`src/rtl/crypto_decrypt_core.sv`:
```
// +--------------------------------------------------------------------------+
// | Module   : crypto_decrypt_core                                           |
// | Purpose  : 4-round ARX block decryptor, one round per clock, with        |
// |            valid/ready handshakes. Optional abort input enabled by the   |
// |            macro CRYPTO_DECRYPT_ABORT_EN.                                |
// | Revision : 1.0 - initial release                                         |
// +--------------------------------------------------------------------------+
`default_nettype none

module crypto_decrypt_core #(
  parameter int SHIFT = 3
) (
  input  logic        clk,
  input  logic        rst_n,
  input  logic        in_valid,
  output logic        in_ready,
  input  logic [31:0] ct,
  input  logic [31:0] key,
`ifdef CRYPTO_DECRYPT_ABORT_EN
  input  logic        abort,
`endif
  output logic        out_valid,
  input  logic        out_ready,
  output logic [31:0] pt,
  output logic        busy,
  output logic [1:0]  round
);

  localparam logic [1:0] c_IDLE = 2'd0;
  localparam logic [1:0] c_RUN  = 2'd1;
  localparam logic [1:0] c_DONE = 2'd2;

  logic [1:0]  r_state;
  logic [1:0]  w_state_nxt;
  logic [31:0] r_data;
  logic [31:0] r_key;
  logic [1:0]  r_round;
  logic        w_abort;
  logic        w_hs;
  logic [31:0] w_key_rot;
  logic [31:0] w_rk;
  logic [31:0] w_sub;
  logic [31:0] w_dec;

`ifdef CRYPTO_DECRYPT_ABORT_EN
  assign w_abort = abort;
`else
  assign w_abort = 1'b0;
`endif

  assign w_hs = in_valid && (r_state == c_IDLE);

  // Round key i = rotl(key, 8*i) ^ {4{i}}; byte rotations are pure rewiring.
  always_comb begin
    w_key_rot = r_key;
    case (r_round)
      2'd0: w_key_rot = r_key;
      2'd1: w_key_rot = {r_key[23:0], r_key[31:24]};
      2'd2: w_key_rot = {r_key[15:0], r_key[31:16]};
      2'd3: w_key_rot = {r_key[7:0],  r_key[31:8]};
      default: w_key_rot = r_key;
    endcase
  end

  assign w_rk  = w_key_rot ^ {4{6'd0, r_round}};
  assign w_sub = r_data - w_rk;
  assign w_dec = ((w_sub >> SHIFT) | (w_sub << (32 - SHIFT))) ^ w_rk;

  always_ff @(posedge clk or negedge rst_n) begin
    if (!rst_n) begin
      r_state <= c_IDLE;
    end else begin
      r_state <= w_state_nxt;
    end
  end

  always_comb begin
    w_state_nxt = r_state;
    case (r_state)
      c_IDLE: if (in_valid) w_state_nxt = c_RUN;
      c_RUN: begin
        if (w_abort)             w_state_nxt = c_IDLE;
        else if (r_round == 2'd0) w_state_nxt = c_DONE;
      end
      c_DONE: if (w_abort || out_ready) w_state_nxt = c_IDLE;
      default: w_state_nxt = c_IDLE;
    endcase
  end

  always_comb begin
    in_ready  = (r_state == c_IDLE);
    out_valid = (r_state == c_DONE);
    busy      = (r_state != c_IDLE);
    pt        = (r_state == c_DONE) ? r_data : 32'd0;
    round     = (r_state == c_RUN) ? r_round : 2'd0;
  end

  always_ff @(posedge clk or negedge rst_n) begin
    if (!rst_n) begin
      r_data  <= 32'd0;
      r_key   <= 32'd0;
      r_round <= 2'd0;
    end else begin
      case (r_state)
        c_IDLE: begin
          if (w_hs) begin
            r_data  <= ct;
            r_key   <= key;
            r_round <= 2'd3;
          end
        end
        c_RUN: begin
          if (w_abort) begin
            r_data  <= 32'd0;
            r_round <= 2'd0;
          end else begin
            r_data  <= w_dec;
            r_round <= (r_round == 2'd0) ? 2'd0 : r_round - 2'd1;
          end
        end
        c_DONE: begin
          if (w_abort || out_ready) begin
            r_data <= 32'd0;
          end
        end
        default: r_round <= 2'd0;
      endcase
    end
  end

endmodule

`default_nettype wire

```
`config.mk`:
```
export PLATFORM = sky130hd
export DESIGN_NAME = crypto_decrypt_core
export DESIGN_NICKNAME = d
export VERILOG_FILES = /design/src/rtl/crypto_decrypt_core.sv
export SDC_FILE = /design/constraint.sdc
export NUM_CORES = 1
export LEC_CHECK = 0
export CAP_MARGIN = 0
export CORE_UTILIZATION = 55
export CTS_BUF_LIST = sky130_fd_sc_hd__clkbuf_2
export CTS_CLUSTER_SIZE = 14
export DETAILED_ROUTE_END_ITERATION = 16
export HOLD_SLACK_MARGIN = 0.06
export PLACE_DENSITY = 0.89
export SYNTH_ARGS = -nofsm -noshare
export SYNTH_HDL_FRONTEND = slang
export SYNTH_SLANG_ARGS = --single-unit
export TNS_END_PERCENT = 20
```
`constraint.sdc`:
```
create_clock -name clk -period 6.8 [get_ports clk]
set_input_delay 1.36 -clock clk [delete_from_list [all_inputs] [get_ports clk]]
set_output_delay 1.36 -clock clk [all_outputs]
set_load 0.1 [all_outputs]
```
Yosys cells after proc, flatten, opt, wreduce, memory -nomap -nowiden --
Index checks and enable logic that the tools add are counted.
Word-level totals: output and inout bits 37, logic and storage cells 41, register bits after elaboration 68
Cells by class: reduce and logical (&&, ||, !) cells 9, eq/ne operators 9, $add $sub $neg 2, muxes and demuxes 13, bitwise gates (word level) 4
Operators by type and width (number):
- $pmux 32 s4 | 1
- $mux 32 | 3
- $pmux 32 s3 | 1
- $or 29x32->32 | 1
- $sub 32x32->32 | 1
- $xor 32x26->32 | 1
- $xor 32x32->32 | 1
- $mux 2 | 6
- $pmux 2 s3 | 2
- $eq 2x2->1 const B | 3
- $reduce_and 3->1 | 2
- $eq 2x1->1 const B | 2
- $logic_not 2->1 | 2
- $ne 2x1->1 const B | 2
- $ne 2x2->1 const B | 2
- $reduce_and 2->1 | 2
- $reduce_bool 3->1 | 1
- $reduce_bool 2->1 | 1
- $sub 2x1->2 const B | 1
- $logic_and 1x1->1 | 1
- $not 1->1 | 1

Depth between registers and ports, before layout --
depth after elaboration 7, depth in mapped cells 17, mapped depth without buffers 14

Least setup slack after synthesis --
Ideal clock, no wire load.
path type register -> output, from reg r_state[0], to out pt[0], buffers on the path 1, required time 5.440 ns, slack 2.321 ns, arrival time 3.119 ns, cell stages (with the launch flop) 6, cells stage by stage dfrtp_1 > inv_1 > ha_1 > clkbuf_1 > clkinv_1 > nor2_1
Between the ends: longest elaborated chain between the ends 2
RTL lines:
- from (decl) | line 33 | logic [1:0] r_state;
- from (signal assigned) | line 71 | r_state <= c_IDLE;
- from (signal assigned) | line 73 | r_state <= w_state_nxt;
- $eq 2x2->1
- via out_valid | line 22 | output logic out_valid,
- $mux 32 | line 94 | pt = (r_state == c_DONE) ? r_data : 32'd0;
- to (decl) | line 24 | output logic [31:0] pt,
The timed path passes the listed nets, and every way through them passes these cells.

Worst setup path after layout --
from reg r_state[0], to out pt[12]
Between the ends: longest elaborated chain between the ends 2
RTL lines (line):
- $eq 2x2->1 | 94
- $mux 32 | 94
No other way between the ends.

==> results.ini <==
[timing]
clock.fmax_mhz=189
grt_setup_unrepaired=no
slew_headroom=0.162
fin_crit_sh=0.777
worst_slew_pin_slew_ps=1250
whs_ps=562
setup_violations=0
final_hold_viol_count=0
tns_ps=0
slew_viol_final=0
clock-skew-final_ps=27.8
period_minus_slack_ps=5290

[global_routing]
grt_max_degree=69
antenna_found_initial=0
gr-total-overflow=0
grt_pass1_vias=5641
grt_first_pass_wirelength_um=28100
track_usage=0.316

[floorplanning]
die_w_um=107
boundaryPins=105
coreArea_sq_um=10500
initial_core_util=0.575
num_rows=37
dieArea_sq_um=11400
chipHeight_um=107

[run_status]
status=finished clean

[place]
portBuffers=104
place_inst=888
dp_hpwl_um=13000
gp_congestion=0.966

[clock_tree]
hold_buffers=0
clock_latency_ps=550
clk_pin_slew_ps=230
cts_tree=done
cts_buffers=9
clockBufferDepth=2
cts_root_buf=clkbuf_2
cts_resized=0
cts_max_level=3
cts_setup_buffers=0
cts_sinks=68

[synthesis]
synthCells=672
yosysSeqAreaShare=0.282
syn-num-nets=765
ys_ff_latch=68
synth_async_sr_flop_share=1.00
synth.distinct_cells=61
synth_top_flop_cell=dfrtp_1
syn_area_per_cell_sq_um=8.99
yosysWarnings=0
synth_enable_flop_cells=0
syn_area_sq_um=6040

[setup_path]
crit_buf_inv=3
crit_type=reg2out
cp.required_ps=5440
crit_family=buffers and inverters
slowest_stage=clkdlybuf4s50_1
worst_setup_path_start_kind=register
critPathArrivalTime_ps=3930
cp_slowest_stage_delay_ps=1160
end_kind=output port
cp_max_fo=30
path_cells=inv_1, ha_1, clkinv_1, nor2_1, clkdlybuf4s50_1

[route]
dr_total_vias=5588
viasPerCell=6.18
first_pass_iters=5
drc_errors=0
wl_met3_um=1480
wl_met2_um=7870
highest_layer=met4
wl_per_cell_um=19.0
drt_iter0_drc=449
wl_met1_um=7170
drt_wl_total_um=17200
route.antenna.remaining_nets=0

[hold_path]
hold_class=reg2reg

[layout]
syn2layout_area_growth_pct=21.0
drive_gt1_frac=0.130
antennaDiodeCount=0
layout.cells.non_filler=904
final_nets=856

[run]
drv_cap=0

## cell type report
| cell class | instances | area (sq um) |
|---|---|---|
| clock buffer | 9 | 45.0 |
| sequential | 68 | 1700 |
| fill | 818 | 3200 |
| inverter | 31 | 116 |
| multi-input combinational | 544 | 4110 |
| tap | 136 | 170 |
| clock inverter | 7 | 98.8 |
| timing repair buffer | 109 | 1070 |
## tightest hold or removal path: stages (launching register included)
cell and delay [ps]:
dfrtp_1 420, a21oi_1 70, o21ai_1 60
## per-layer routing
layer / vias to the layer above / GRT usage
li1: 2601 / -
met1: 2636 / 0.407
met2: 289 / 0.513
met3: 62 / 0.0729
met4: 0 / 0.128
met5: - / 0
## registers in the layout, indices dropped and copies added (netlist names)
| signal | cells |
|---|---|
| r_round | 2 |
| r_data | 32 |
| r_key | 32 |
| r_state | 2 |
## synth_stat cells, types with 6 or more instances
| cell type | n | area, sq um |
|---|---|---|
| a21o_1 | 10 | 75.1 |
| a21oi_1 | 45 | 225 |
| a221oi_1 | 15 | 131 |
| a31oi_1 | 9 | 56.3 |
| and2_1 | 31 | 194 |
| and3_1 | 12 | 75.1 |
| buf_1 | 7 | 26.3 |
| clkbuf_1 | 17 | 63.8 |
| dfrtp_1 | 68 | 1700 |
| ha_1 | 25 | 313 |
| inv_1 | 29 | 109 |
| maj3_1 | 6 | 60.1 |
| mux2_2 | 49 | 552 |
| mux2i_1 | 21 | 210 |
| mux4_2 | 12 | 270 |
| nand2_1 | 45 | 169 |
| nand2b_1 | 9 | 56.3 |
| nand3_1 | 10 | 50.1 |
| nor2_1 | 64 | 240 |
| nor3_1 | 9 | 45.0 |
| o21ai_0 | 29 | 145 |
| o21ai_1 | 13 | 65.1 |
| o22ai_1 | 7 | 43.8 |
| xnor2_1 | 51 | 447 |
| xor2_1 | 19 | 166 |
## cell usage in the layout (no fill, tap or decap), drive strengths merged, types with 25 or more instances in the layout
cell type,synthesis,routed
and2,31,31
clkdlybuf4s50,0,103
xnor2,55,55
inv,30,31
o21ai,42,42
dfrtp,68,68
nor2,64,64
a21oi,46,46
mux2,49,49
nand2,45,45
ha,25,25
## stage by stage
step / util / setup slack [ps] / instance area, sq um
2_1_floorplan: - / 2320 / 6040
3_3_place_gp: 0.682 / 2350 / 7170
3_5_place_dp: 0.682 / 2200 / 7170
4_1_cts: 0.696 / 1550 / 7310
5_1_grt: 0.696 / 1290 / 7310
6_report: 0.696 / 1510 / 7310
## final timing paths
kind,slack (ps),cells after the start,end,start
setup / recovery,1510,5,pt[12],r_state[0]$_DFFE_PN0P_
hold / removal,560,2,r_data[22]$_DFFE_PN0P_,r_data[22]$_DFFE_PN0P_
setup reg to reg,2270,12,r_data[28]$_DFFE_PN0P_,r_round[0]$_DFFE_PN0P_
hold reg to reg,560,2,r_data[22]$_DFFE_PN0P_,r_data[22]$_DFFE_PN0P_
max in group asynchronous,5180,2,r_round[0]$_DFFE_PN0P_,rst_n
min in group asynchronous,980,2,r_data[27]$_DFFE_PN0P_,rst_n
## kinds of logic after synthesis
logic type / share of synthesized area
simple gates: 0.162
mux: 0.171
xor+xnor: 0.116
fa+ha+maj: 0.0617
flops: 0.282
compound gates: 0.168
buf+inv: 0.0397
Power is not shown: default switching activity piles up to over one toggle a cycle in this logic, so the estimate is an artifact.
